`src/rtl/issue_queue_int_param.sv`:
```
// Age-ordered integer issue queue with CDB wakeup, dispatch bypass
// and full compaction every cycle (slot 0 is always the oldest).
module issue_queue_int_param #(
  parameter int DEPTH  = 4,
  parameter int DATA_W = 32,
  parameter int TAG_W  = 5,
  parameter int OPC_W  = 3,
  parameter int SHF_W  = 5,
  parameter int CNT_W  = $clog2(DEPTH+1)
) (
  input  logic              Clk,
  input  logic              Rst,
  input  logic              Dispatch_Enable,
  input  logic [TAG_W-1:0]  Dispatch_Rd_Tag,
  input  logic [TAG_W-1:0]  Dispatch_Rs_Tag,
  input  logic [DATA_W-1:0] Dispatch_Rs_Data,
  input  logic              Dispatch_Rs_Data_Val,
  input  logic [TAG_W-1:0]  Dispatch_Rt_Tag,
  input  logic [DATA_W-1:0] Dispatch_Rt_Data,
  input  logic              Dispatch_Rt_Data_Val,
  input  logic [OPC_W-1:0]  Dispatch_Opcode,
  input  logic [SHF_W-1:0]  Dispatch_Shfamt,
  output logic              IssueQue_Full,
  output logic [CNT_W-1:0]  IssueQue_Count,
  input  logic              CDB_Valid,
  input  logic [TAG_W-1:0]  CDB_Tag,
  input  logic [DATA_W-1:0] CDB_Data,
  output logic              IssueQue_Ready,
  output logic [DATA_W-1:0] IssueQue_Rs_Data,
  output logic [DATA_W-1:0] IssueQue_Rt_Data,
  output logic [TAG_W-1:0]  IssueQue_Rd_Tag,
  output logic [OPC_W-1:0]  IssueQue_Opcode,
  output logic [SHF_W-1:0]  IssueQue_Shfamt,
  input  logic              Issueblk_Issue,
  input  logic              RB_Flush_Valid
);

  localparam int SEL_W = $clog2(DEPTH);

  logic [DEPTH-1:0]  valid_q, valid_d;
  logic [DEPTH-1:0]  rs_val_q, rs_val_d;
  logic [DEPTH-1:0]  rt_val_q, rt_val_d;
  logic [TAG_W-1:0]  rd_tag_q [DEPTH];
  logic [TAG_W-1:0]  rd_tag_d [DEPTH];
  logic [TAG_W-1:0]  rs_tag_q [DEPTH];
  logic [TAG_W-1:0]  rs_tag_d [DEPTH];
  logic [TAG_W-1:0]  rt_tag_q [DEPTH];
  logic [TAG_W-1:0]  rt_tag_d [DEPTH];
  logic [DATA_W-1:0] rs_dat_q [DEPTH];
  logic [DATA_W-1:0] rs_dat_d [DEPTH];
  logic [DATA_W-1:0] rt_dat_q [DEPTH];
  logic [DATA_W-1:0] rt_dat_d [DEPTH];
  logic [OPC_W-1:0]  opc_q    [DEPTH];
  logic [OPC_W-1:0]  opc_d    [DEPTH];
  logic [SHF_W-1:0]  shf_q    [DEPTH];
  logic [SHF_W-1:0]  shf_d    [DEPTH];
  logic [CNT_W-1:0]  count_q, count_d;

  logic [DEPTH-1:0]  ready;
  logic [SEL_W-1:0]  sel;
  logic              any_rdy;
  logic              issued;
  logic              full;
  logic              accepted;
  logic [CNT_W-1:0]  wr_idx;
  logic              new_rs_v, new_rt_v;
  logic [DATA_W-1:0] new_rs_d, new_rt_d;

  always_comb begin
    ready   = valid_q & rs_val_q & rt_val_q;
    any_rdy = |ready;
    sel     = '0;
    for (int i = DEPTH-1; i >= 0; i--) begin
      if (ready[i]) sel = SEL_W'(i);
    end
    issued   = Issueblk_Issue & any_rdy;
    full     = (count_q == CNT_W'(DEPTH)) & ~issued;
    accepted = Dispatch_Enable & ~full & ~RB_Flush_Valid;
    wr_idx   = count_q - CNT_W'(issued);
    if (RB_Flush_Valid)
      count_d = '0;
    else
      count_d = count_q - CNT_W'(issued) + CNT_W'(accepted);
  end

  // Dispatch-time bypass: pick up a matching CDB broadcast directly.
  always_comb begin
    new_rs_v = Dispatch_Rs_Data_Val;
    new_rs_d = Dispatch_Rs_Data;
    new_rt_v = Dispatch_Rt_Data_Val;
    new_rt_d = Dispatch_Rt_Data;
    if (!Dispatch_Rs_Data_Val && CDB_Valid &&
        CDB_Tag == Dispatch_Rs_Tag) begin
      new_rs_v = 1'b1;
      new_rs_d = CDB_Data;
    end
    if (!Dispatch_Rt_Data_Val && CDB_Valid &&
        CDB_Tag == Dispatch_Rt_Tag) begin
      new_rt_v = 1'b1;
      new_rt_d = CDB_Data;
    end
  end

  // Slot j takes slot j+1 when the issued entry sits at or below j.
  always_comb begin
    for (int j = 0; j < DEPTH; j++) begin
      int src;
      src = j;
      if (issued && j >= int'(sel) && j < DEPTH-1) src = j + 1;
      rd_tag_d[j] = rd_tag_q[src];
      rs_tag_d[j] = rs_tag_q[src];
      rt_tag_d[j] = rt_tag_q[src];
      rs_dat_d[j] = rs_dat_q[src];
      rt_dat_d[j] = rt_dat_q[src];
      rs_val_d[j] = rs_val_q[src];
      rt_val_d[j] = rt_val_q[src];
      opc_d[j]    = opc_q[src];
      shf_d[j]    = shf_q[src];
      if (CDB_Valid && valid_q[src] && !rs_val_q[src] &&
          rs_tag_q[src] == CDB_Tag) begin
        rs_dat_d[j] = CDB_Data;
        rs_val_d[j] = 1'b1;
      end
      if (CDB_Valid && valid_q[src] && !rt_val_q[src] &&
          rt_tag_q[src] == CDB_Tag) begin
        rt_dat_d[j] = CDB_Data;
        rt_val_d[j] = 1'b1;
      end
      if (accepted && CNT_W'(j) == wr_idx) begin
        rd_tag_d[j] = Dispatch_Rd_Tag;
        rs_tag_d[j] = Dispatch_Rs_Tag;
        rt_tag_d[j] = Dispatch_Rt_Tag;
        rs_dat_d[j] = new_rs_d;
        rt_dat_d[j] = new_rt_d;
        rs_val_d[j] = new_rs_v;
        rt_val_d[j] = new_rt_v;
        opc_d[j]    = Dispatch_Opcode;
        shf_d[j]    = Dispatch_Shfamt;
      end
      valid_d[j] = (CNT_W'(j) < count_d);
    end
  end

  always_ff @(posedge Clk or posedge Rst) begin
    if (Rst) begin
      valid_q  <= '0;
      rs_val_q <= '0;
      rt_val_q <= '0;
      count_q  <= '0;
      for (int k = 0; k < DEPTH; k++) begin
        rd_tag_q[k] <= '0;
        rs_tag_q[k] <= '0;
        rt_tag_q[k] <= '0;
        rs_dat_q[k] <= '0;
        rt_dat_q[k] <= '0;
        opc_q[k]    <= '0;
        shf_q[k]    <= '0;
      end
    end else begin
      valid_q  <= valid_d;
      rs_val_q <= rs_val_d;
      rt_val_q <= rt_val_d;
      count_q  <= count_d;
      for (int k = 0; k < DEPTH; k++) begin
        rd_tag_q[k] <= rd_tag_d[k];
        rs_tag_q[k] <= rs_tag_d[k];
        rt_tag_q[k] <= rt_tag_d[k];
        rs_dat_q[k] <= rs_dat_d[k];
        rt_dat_q[k] <= rt_dat_d[k];
        opc_q[k]    <= opc_d[k];
        shf_q[k]    <= shf_d[k];
      end
    end
  end

  assign IssueQue_Full    = full;
  assign IssueQue_Count   = count_q;
  assign IssueQue_Ready   = any_rdy;
  assign IssueQue_Rs_Data = rs_dat_q[sel];
  assign IssueQue_Rt_Data = rt_dat_q[sel];
  assign IssueQue_Rd_Tag  = rd_tag_q[sel];
  assign IssueQue_Opcode  = opc_q[sel];
  assign IssueQue_Shfamt  = shf_q[sel];

endmodule

```
`config.mk`:
```
export PLATFORM = sky130hd
export DESIGN_NAME = issue_queue_int_param
export DESIGN_NICKNAME = d
export VERILOG_FILES = /design/src/rtl/issue_queue_int_param.sv
export SDC_FILE = /design/constraint.sdc
export NUM_CORES = 1
export LEC_CHECK = 0
export CORE_MARGIN = 4
export CORE_UTILIZATION = 53
export DETAILED_ROUTE_END_ITERATION = 12
export HOLD_SLACK_MARGIN = 0.12
export PLACE_DENSITY = 0.85
export REMOVE_ABC_BUFFERS = 1
export SLEW_MARGIN = 30
export SYNTH_ARGS = -nofsm -noshare
export SYNTH_HDL_FRONTEND = slang
export SYNTH_SLANG_ARGS = --single-unit
```
`constraint.sdc`:
```
create_clock -name Clk -period 12.65 [get_ports Clk]
set_input_delay 2.53 -clock Clk [delete_from_list [all_inputs] [get_ports Clk]]
set_output_delay 2.53 -clock Clk [all_outputs]
set_load 0.005 [all_outputs]
```
# Word level (Yosys, flattened, before mapping)
# Cells that the tools add are included.
op_classes:
  addsub: 2
  n_lt_le_gt_ge: 14
  eq_ne: 14
  muxes: 164
  n_bitwise: 13
  reduce_logical: 45
ops:
  columns: ["cell", "n"]
  rows:
  - ["$mux W32", 34]
  - ["$bmux W32 S2", 8]
  - ["$mux W5", 40]
  - ["$bmux W5 S2", 14]
  - ["$ge A32 B3 Y1 const B", 3]
  - ["$lt A32 B4 Y1 const B", 3]
  - ["$not A32 Y32", 3]
  - ["$eq A5 B5 Y1", 10]
  - ["$mux W1", 38]
  - ["$mux W3", 12]
  - ["$logic_and A1 B1 Y1", 31]
  - ["$bmux W3 S2", 4]
  - ["$bmux W1 S2", 9]
  - ["$logic_not A1 Y1", 10]
  - ["$mux W2", 5]
  - ["$and A4 B4 Y4", 2]
  - ["$eq A2 B3 Y1 const A", 2]
  - ["$lt A1 B3 Y1 const A", 2]
  - ["$lt A2 B3 Y1 const A", 2]
  - ["$and A1 B1 Y1", 4]
  - ["$ge A1 B2 Y1 const A", 2]
  - ["$reduce_bool A2 Y1", 2]
  - ["$reduce_or A4 Y1", 1]
  - ["$add A3 B1 Y3", 1]
  - ["other kinds (8)", 10]
totals:
  ff_bits: 363
  inputBits: 132
  output_inout_bits: 82
  wordCells: 286

# Depth between registers and ports, before layout
# Gate-level depths: netlist (run 1).
logic_depth:
  ltp_word: 17
  mapped_depth: 13

# Worst setup path before layout (run 1)
# Ideal clock, no wire load.
synth_path:
  path_type: "input port to output port"
  startpoint: "input Issueblk_Issue"
  endpoint: "output IssueQue_Full"
  arrival_ps: 3152
  required_time_ps: 10120
  slack_ps: 6968
  stages: 4
  n_path_buf: 1
  path_cell_list: "buf_2 -> inv_2 -> a41oi_1 -> nor2_1"
synth_via:
  elab_chain_len: 3
synth_lines:
  columns: ["item", "line", "source"]
  rows:
  - ["start: declaration", "34", "input logic Issueblk_Issue,"]
  - ["$and A1 B1 Y1", "76", "issued = Issueblk_Issue & any_rdy;"]
  - ["$not A1 Y1", "77", "full = (count_q == CNT_W'(DEPTH)) & ~issued;"]
  - ["$and A1 B1 Y1", "77", null]
  - ["end: declaration", "23", "output logic IssueQue_Full,"]
# Every way passes these cells.

# Final worst setup path (run 1)
layout_path:
  startpoint: "input Issueblk_Issue"
  endpoint: "register rt_dat_q[76] (netlist bit)"
layout_via:
  elab_chain_len: 11
  word_cells_on_any_way: 31
  classes_between: "1 x add/sub; 2 x eq/ne; 15 x mux; 7 x bitwise; 6 x reduce/logical"
layout_lines:
  columns: ["item", "line", "source"]
  rows:
  - ["$and A1 B1 Y1 *", "76", null]
  - ["$logic_and A1 B1 Y1", "109", "if (issued && j >= int'(sel) && j < DEPTH-1) src = j + 1;"]
  - ["$mux W2", "109", null]
  - ["$not A32 Y32 (implied by the code) or $bmux W1 S2 (tied branches)", "114, 125, 124", null]
  - ["$bmux W5 S2 or $mux W1 (tied branches)", "125, 124", null]
  - ["$mux W5 (implied by the code) or $mux W1 (tied branches)", "125, 124", null]
  - ["$mux W5 (implied by the code), or another cell as far along", "125", "rt_tag_q[src] == CDB_Tag) begin"]
  - ["$eq A5 B5 Y1 or $logic_and A1 B1 Y1 (tied branches)", "125, 124", null]
  - ["$logic_and A1 B1 Y1", "124", "if (CDB_Valid && valid_q[src] && !rt_val_q[src] &&"]
  - ["$mux W32", "124", null]
  - ["$mux W32 *", "129", "if (accepted && CNT_W'(j) == wr_idx) begin"]
  - ["end signal: indexed assignment", "169", "rt_dat_q[k] <= rt_dat_d[k];"]
  - ["end: declaration", "51", "logic [DATA_W-1:0] rt_dat_q [DEPTH];"]
# Every way passes the cells marked *; elsewhere a longest branch is shown, timed or not. The select of a mux whose other input is x is not followed.
# A chain may end at the register's enable or synchronous reset.

==> impl_results.md, run 1 <==
- Initial DRC Count: 3,361
- HPWL after detailed placement: 43,060 um
- Resized cells post-CTS: 0
- Routed Antenna Nets: 0
- Hold violation count in the final report: 0
- Global-route wire length before repair: 115,600 um
- Initial Util: 53.50%
- Initial antenna violation count: 4
- Routed wire length: 74,470 um
- Share of the synthesized area in the top cell type: ~43%
- Power consumption: roughly 0.0056 W
- Post-synth top area cell: dfrtp_1
- Most frequent cells in the layout: 416 x nand2_1, 362 x dfrtp_1, 278 x nor2_1, 213 x clkdlybuf4s50_1, 182 x a21oi_1
- Hold_buf cts: 0
- Flop-to-flop setup slack: 7510 ps
- Count of cell types in the netlist: 63
- Outcome: finished clean
- Max-cap violations: 0
- Min-delay worst type: flip-flop to flip-flop
- Share of power burned in registers: a little under two fifths
- I/O pins: around 210
- Comb pwr share: roughly 40%
- P_int: 0.003524 W
- # Post-CTS Setup Buffers: 0
- Setup TNS: 0 ps
- Gate Count Post-Synth: about 2,500
- Global placer's final weighted congestion: 0.8922
- Seq/Total Area, Yosys: a little over two fifths
- CORE AREA: 39,640 um^2
- CP most frequent cell: buf_4
- Peak VDD IR: 0.1139 mV
- Largest cells by area after synthesis: dfrtp_1 43%, nand2_1 7.4%, a211oi_1 5.0%, nor2_1 5.0%, a221o_1 4.8%
- Cell Rows: 73
- Switching share of power: a little under two fifths
- PortBufs: 213
- Clock share of power: approximately 22%
- Via density: 6.936
- GRT met2 Usage: 51.09%
- Die width: 208.0 um
- Clock slew at reported path FFs: 60 ps
- CP peak stage delay: 900 ps
- Max-Slew Margin vs Limit: 27.79%
- P&R area growth vs syn: 17.59%
- Actual transition at the worst max-transition pin: between 1000 and 1500 ps
- Critical path data required time: around 13,000 ps
- Largest net degree at the start of global routing: 164
- GR peak layer: met2
- Final period util: 58.15%
- Syn. warnings: 0
- EDFF count, synth: 0
- Design area: 24,940 um^2
- Clock Latency Late Sink: 550 ps
- H-tree levels: 2
- Pre-Repair DR Iteration Count: 8
- Setup ws final: 5294 ps
- GRT Util Overall: 32.57%
- Final Max Slew Viols: 0
- Prevailing post-synth register cell: dfrtp_1
- Share of layout cells above drive strength 1: 6.420%
- CTS Buf Count: 40
- F_max: 135.9 MHz
- Pwr dens: ~230 nW/um^2
- Crit-path slowest cell: or3_2
- Clk root buf: clkbuf_16
- Gr ovfl total: 0
- DIE AREA: 43,280 um^2
- Post-Syn Area: between 20,000 and 25,000 um^2
- Die height: 208.0 um
- Psw: 0.002110 W
- CP max FO: 40
- Final setup viols: 0
- M1 GR Usage: 41.81%
- Critical path cell sequence: clkdlybuf4s50_1 -> nand4_4 -> nand2_1 -> buf_4 -> mux2i_1 -> xnor2_1 -> nor4b_2 -> buf_4 -> or3_2 -> o221ai_1
- Commonest non-fill, non-tap cell in the layout: nand2_1
- Crit path DAT: 7730 ps
- Nets@finish: about 2,700
- Asr flop ratio synth: 100.0%
- Worst Clk Skew: roughly 17 ps
- Routing usage on met3: 6.680%
- Vias: 21,480
- CP Capture Type: flip-flop
- Minimum clock period after layout: ~7400 ps
- Kind of critical path: primary input to flip-flop
- Placement Cell Area: between 20,000 and 25,000 um^2
- Dpl ws: 4906 ps
- RSZ-0062 raised after global routing: no
- Fillers: 3,103
- Syn Area/Cell: 8.548 um^2
- Sink Count: between 300 and 400
- Inst Count DP: 3,023
- CTS tree: yes
- FF+latch count, synth: 362
- DRC Markers: 0
- Maximum root-to-sink buffer count: 3
- Non-filler instance count after layout: 3,097
- WL/cell: about 24 um
- Type of origin of the critical path: primary input
- Vias in the first global route: 21,640
- Leak: 10.49 nW
## path summary, 6_finish.rpt
path,to,start,depth (start not counted)
hold / removal,rs_dat_q[103],rs_dat_q[103],1
setup / recovery,rt_dat_q[76],Issueblk_Issue,10
min in group asynchronous,rd_tag_q[4],Rst,2
max in group asynchronous,rs_dat_q[43],Rst,4
hold reg to reg,rs_dat_q[103],rs_dat_q[103],1
setup reg to reg,rt_dat_q[76],rs_val_q[0],9
## synthesized netlist by cell type (3+ instances only)
master,number
and4_1,5
or4_1,3
o22ai_1,112
buf_2,39
nor2_1,282
or3_1,6
a21oi_1,183
mux2i_1,74
mux2_2,25
nand3_1,6
dfrtp_1,362
o2bb2ai_1,27
a221o_1,102
nand2_1,417
inv_1,43
a211oi_1,141
and3_1,5
nand4_1,11
o21ai_1,10
o2111ai_1,3
nor2b_1,44
buf_6,4
and2_1,102
a222oi_1,6
o21ai_0,4
o221ai_1,5
xor2_1,20
buf_4,6
buf_1,19
a31oi_1,138
nand2b_1,16
o221a_1,29
xnor2_1,25
nor3_1,7
ha_1,4
clkbuf_1,160
## worst max-delay path: cells and delay by family
| family | cells | cell delay [ps] |
|---|---|---|
| and+or+nand+nor | 4 | 2710 |
| buffers and inverters | 3 | 1730 |
| muxes | 1 | 350 |
| AOI/OAI and AO/OA | 1 | 240 |
| xor gates and xnor gates | 1 | 120 |
## sequential cells by signal (all words and copies together), names as in the netlist
signal and cells:
IssueQue_Count 3, opc_q 12, rd_tag_q 20, rs_dat_q 128
rs_tag_q 20, rs_val_q 4, rt_dat_q 128, rt_tag_q 20
rt_val_q 4, shf_q 20, valid_q 3
## stage by stage
| step | utilization, % | hold WS, ps |
|---|---|---|
| 6_report | 62.91 | 490.6 |
| 5_1_grt | 62.91 | 499.9 |
| 4_1_cts | 62.72 | 491.2 |
| 3_5_place_dp | 59.31 | 477.3 |
| 3_3_place_gp | 59.21 | 471.3 |
| 2_1_floorplan | - | 456.0 |
## per-layer routing
layer / share of wire [%] / vias up
met5: 0.036 / -
met1: 37 / 10290
li1: - / 9101
met4: 6.2 / 4
met2: 45 / 1693
met3: 12 / 392
## cell families (layout without fill, tap and decap cells)
logic type               after synthesis  in the layout  synth area share [%]
buffers and inverters                274            363                 5.334
XOR/XNOR                              45             45                 1.859
flip-flops                           362            362                 42.72
multiplexers                         100            100                 4.873
adder cells (fa/ha/maj)                4              4                0.2360
other                                  0              2                     0
AO/OA/AOI/OAI                        776            776                 25.74
AND/OR/NAND/NOR                      920            920                 19.24
## final cells by class
| type | count | area, um^2 | area share [%] |
|---|---|---|---|
| repair buffers | 248 | 2475 | 9.924 |
| multi-input cells | 1845 | 11210 | 44.97 |
| flip-flops and latches | 362 | 9059 | 36.33 |
| inverters | 45 | 176.4 | 0.7074 |
| clock inverters | 15 | 182.7 | 0.7325 |
| clock buffers | 55 | 1169 | 4.686 |
| diodes | 2 | 5.005 | 0.02007 |
| well taps | 525 | 656.9 | 2.634 |
## power groups by stage
stage	logic (W)	registers, W	clock network (W)
floorplan	0.00143	0.00200	0
detailed placement	0.00223	0.00211	0
global placement	0.00212	0.00208	0
global route	0.00246	0.00219	0.00127
CTS	0.00224	0.00211	0.00122
finish	0.00227	0.00214	0.00122
Note: power is estimated with default switching activity, not from simulation.
==> run 2, diff against run 1 <==
--- a/config.mk
+++ b/config.mk
@@ -6,10 +6,10 @@
 export NUM_CORES = 1
 export LEC_CHECK = 0
 export CORE_MARGIN = 4
-export CORE_UTILIZATION = 53
+export CORE_UTILIZATION = 58
 export DETAILED_ROUTE_END_ITERATION = 12
 export HOLD_SLACK_MARGIN = 0.12
-export PLACE_DENSITY = 0.85
+export PLACE_DENSITY = 0.88
 export REMOVE_ABC_BUFFERS = 1
 export SLEW_MARGIN = 30
 export SYNTH_ARGS = -nofsm -noshare
==> constraint.sdc (replaced) <==
create_clock -name Clk -period 7.2 [get_ports Clk]
set_input_delay 1.44 -clock Clk [delete_from_list [all_inputs] [get_ports Clk]]
set_output_delay 1.44 -clock Clk [all_outputs]
set_load 0.005 [all_outputs]
==> run 2 against run 1 <==
Compared with the run above:
- combinational power up 78%
- worst setup slack got worse by 3700 ps
- sequential cell count unchanged
- sequential power grew 76%
==> impl_results.md, run 2 (synthesis results as in run 1) <==
- Global-route wire length before repair: 115,900 um (+0.24%)
- Design area: 24,880 um^2 (-0.22%)
- H-tree levels: 2 (unchanged)
- Kind of critical path: flip-flop to output port
- Die width: 199.2 um (-4.2%)
- DRC Markers: 0 (unchanged)
- Nets@finish: 2,686 (+0.30%)
- Resized cells post-CTS: 0 (unchanged)
- Critical path data required time: 5760 ps (-7260 ps)
- Hold_buf cts: 0 (unchanged)
- Hold violation count in the final report: 0 (unchanged)
- Type of origin of the critical path: flip-flop
- Pwr dens: 398.6 nW/um^2 (+76%)
- CP Capture Type: output port
- Peak VDD IR: 0.1954 mV (+72%)
- Initial Util: 59.19% (+5.7 points)
- Worst Clk Skew: 20.28 ps (+3.037 ps)
- Largest net degree at the start of global routing: 127 (-23%)
- Initial DRC Count: 3,755 (+12%)
- Vias in the first global route: 21,150 (-2.2%)
- Final Max Slew Viols: 0 (unchanged)
- Share of power burned in registers: 37.9% (about the same)
- Clock Latency Late Sink: 540 ps (about the same)
- Largest regs: rs_dat_q x128, rt_dat_q x128
- Global placer's final weighted congestion: 0.9248 (+3.7%)
- Share of layout cells above drive strength 1: 6.485% (+0.065 points)
- HPWL after detailed placement: 45,200 um (+5.0%)
- Routed wire length: 75,640 um (+1.6%)
- Sink Count: 362 (unchanged)
- Final setup viols: 0 (unchanged)
- Die height: 199.2 um (-4.2%)
- Routed Antenna Nets: 0 (unchanged)
- Psw: 0.003746 W (+78%)
- CP peak stage delay: 760 ps (-140 ps)
- Commonest non-fill, non-tap cell in the layout: nand2_1
- Max-Slew Margin vs Limit: 29.96% (+2.2 points)
- CTS Buf Count: 40 (unchanged)
- Outcome: finished clean
- Clk root buf: clkbuf_16
- GRT Util Overall: 36.53% (+4.0 points)
- Vias: 21,860 (+1.8%)
- Via density: 7.188 (+3.6%)
- Initial antenna violation count: 4 (unchanged)
- Cell Rows: 69 (-5.5%)
- WL/cell: 24.87 um (+3.4%)
- RSZ-0062 raised after global routing: no
- Worst Path Buf+Inv: 2 (-1)
- CORE AREA: 35,830 um^2 (-9.6%)
- Most frequent cells in the layout: 416 x nand2_1, 362 x dfrtp_1, 278 x nor2_1, 213 x clkdlybuf4s50_1, 182 x a21oi_1
- Actual transition at the worst max-transition pin: 1051 ps (-29.95 ps)
- DIE AREA: 39,690 um^2 (-8.3%)
- Crit-path slowest cell: nor2b_4
- Delay-heaviest family, CP: buffers and inverters
- Gr ovfl total: 0 (unchanged)
- I/O pins: 214 (unchanged)
- CP max FO: 46 (+15%)
- Dpl ws: 1512 ps (-3394 ps)
- Comb pwr share: 40.8% (+0.4 points)
- Placement Cell Area: 23,510 um^2 (about the same)
- PortBufs: 213 (unchanged)
- Pre-Repair DR Iteration Count: 8 (unchanged)
- Crit path DAT: 4120 ps (-3610 ps)
- Switching share of power: 37.77% (+0.31 points)
- P&R area growth vs syn: 17.34%
- Clock slew at reported path FFs: 60 ps (about the same)
- # Post-CTS Setup Buffers: 0 (unchanged)
- CTS tree: yes
- Clock share of power: 21.3% (-0.4 points)
- Min-delay worst type: flip-flop to flip-flop
- Final period util: between 70% and 80%
- Critical path cell sequence: nand3_1 -> and2_1 -> nor2b_4 -> buf_4 -> a211oi_1 -> a31oi_1 -> clkdlybuf4s50_1
- Maximum root-to-sink buffer count: 3 (unchanged)
- Max-cap violations: 0 (unchanged)
- Leak: 10.48 nW (-0.12%)
- Minimum clock period after layout: 5560 ps
- P_int: 0.006173 W (+75%)
- Setup ws final: 1640 ps (-3653 ps)
- F_max: ~180 MHz
==> run 2: power groups by stage <==
stage	logic (W)	clock network [W]	registers, W
finish	0.00404	0.00211	0.00376
global route	0.00435	0.00220	0.00384
CTS	0.00397	0.00211	0.00371
detailed placement	0.00394	0	0.00372
global placement	0.00376	0	0.00367
floorplan	0.00251	0	0.00351
==> run 2: worst paths after layout <==
check | start | cells after the start | endpoint | slack [ps]
max | IssueQue_Count[2] | 7 | IssueQue_Rt_Data[30] | 1640
min | rs_dat_q[96] | 1 | rs_dat_q[96] | 490
max reg2reg | IssueQue_Count[2] | 10 | rs_dat_q[89] | 2690
min reg2reg | rs_dat_q[96] | 1 | rs_dat_q[96] | 490
max in group asynchronous | Rst | 3 | rs_dat_q[7] | 4480
min in group asynchronous | Rst | 2 | opc_q[11] | 1450
==> run 2: through the flow <==
stage,std cells,hold slack [ps],power (W),util [%],setup TNS (ps)
after floorplan,2252,456.0,0.006018,-,-1730770
after global placement,2967,472.0,0.007427,65.55,0
after detailed placement,2968,475.2,0.007655,65.63,0
after CTS,3035,492.0,0.009786,69.30,0
after global routing,3039,504.6,0.01040,69.44,0
final,3041,491.2,0.009919,69.45,0
==> run 2: layout make-up <==
class,instances,area [um^2]
inverter,45,176.4
tap,461,576.8
multi-input combinational,1845,11200
clock inverter,14,183.9
sequential,362,9059
antenna,5,12.51
timing repair buffer,256,2545
clock buffer,53,1131
fill,2517,10940
==> run 2: layer usage <==
layer  global-route usage [%]  up-vias  wire (um)
met5                        0        -          0
met4                    19.07        0       3915
met3                    10.22      347      10310
met2                    55.49     1891      34180
met1                    48.00    10520      27230
li1                         -     9105          -
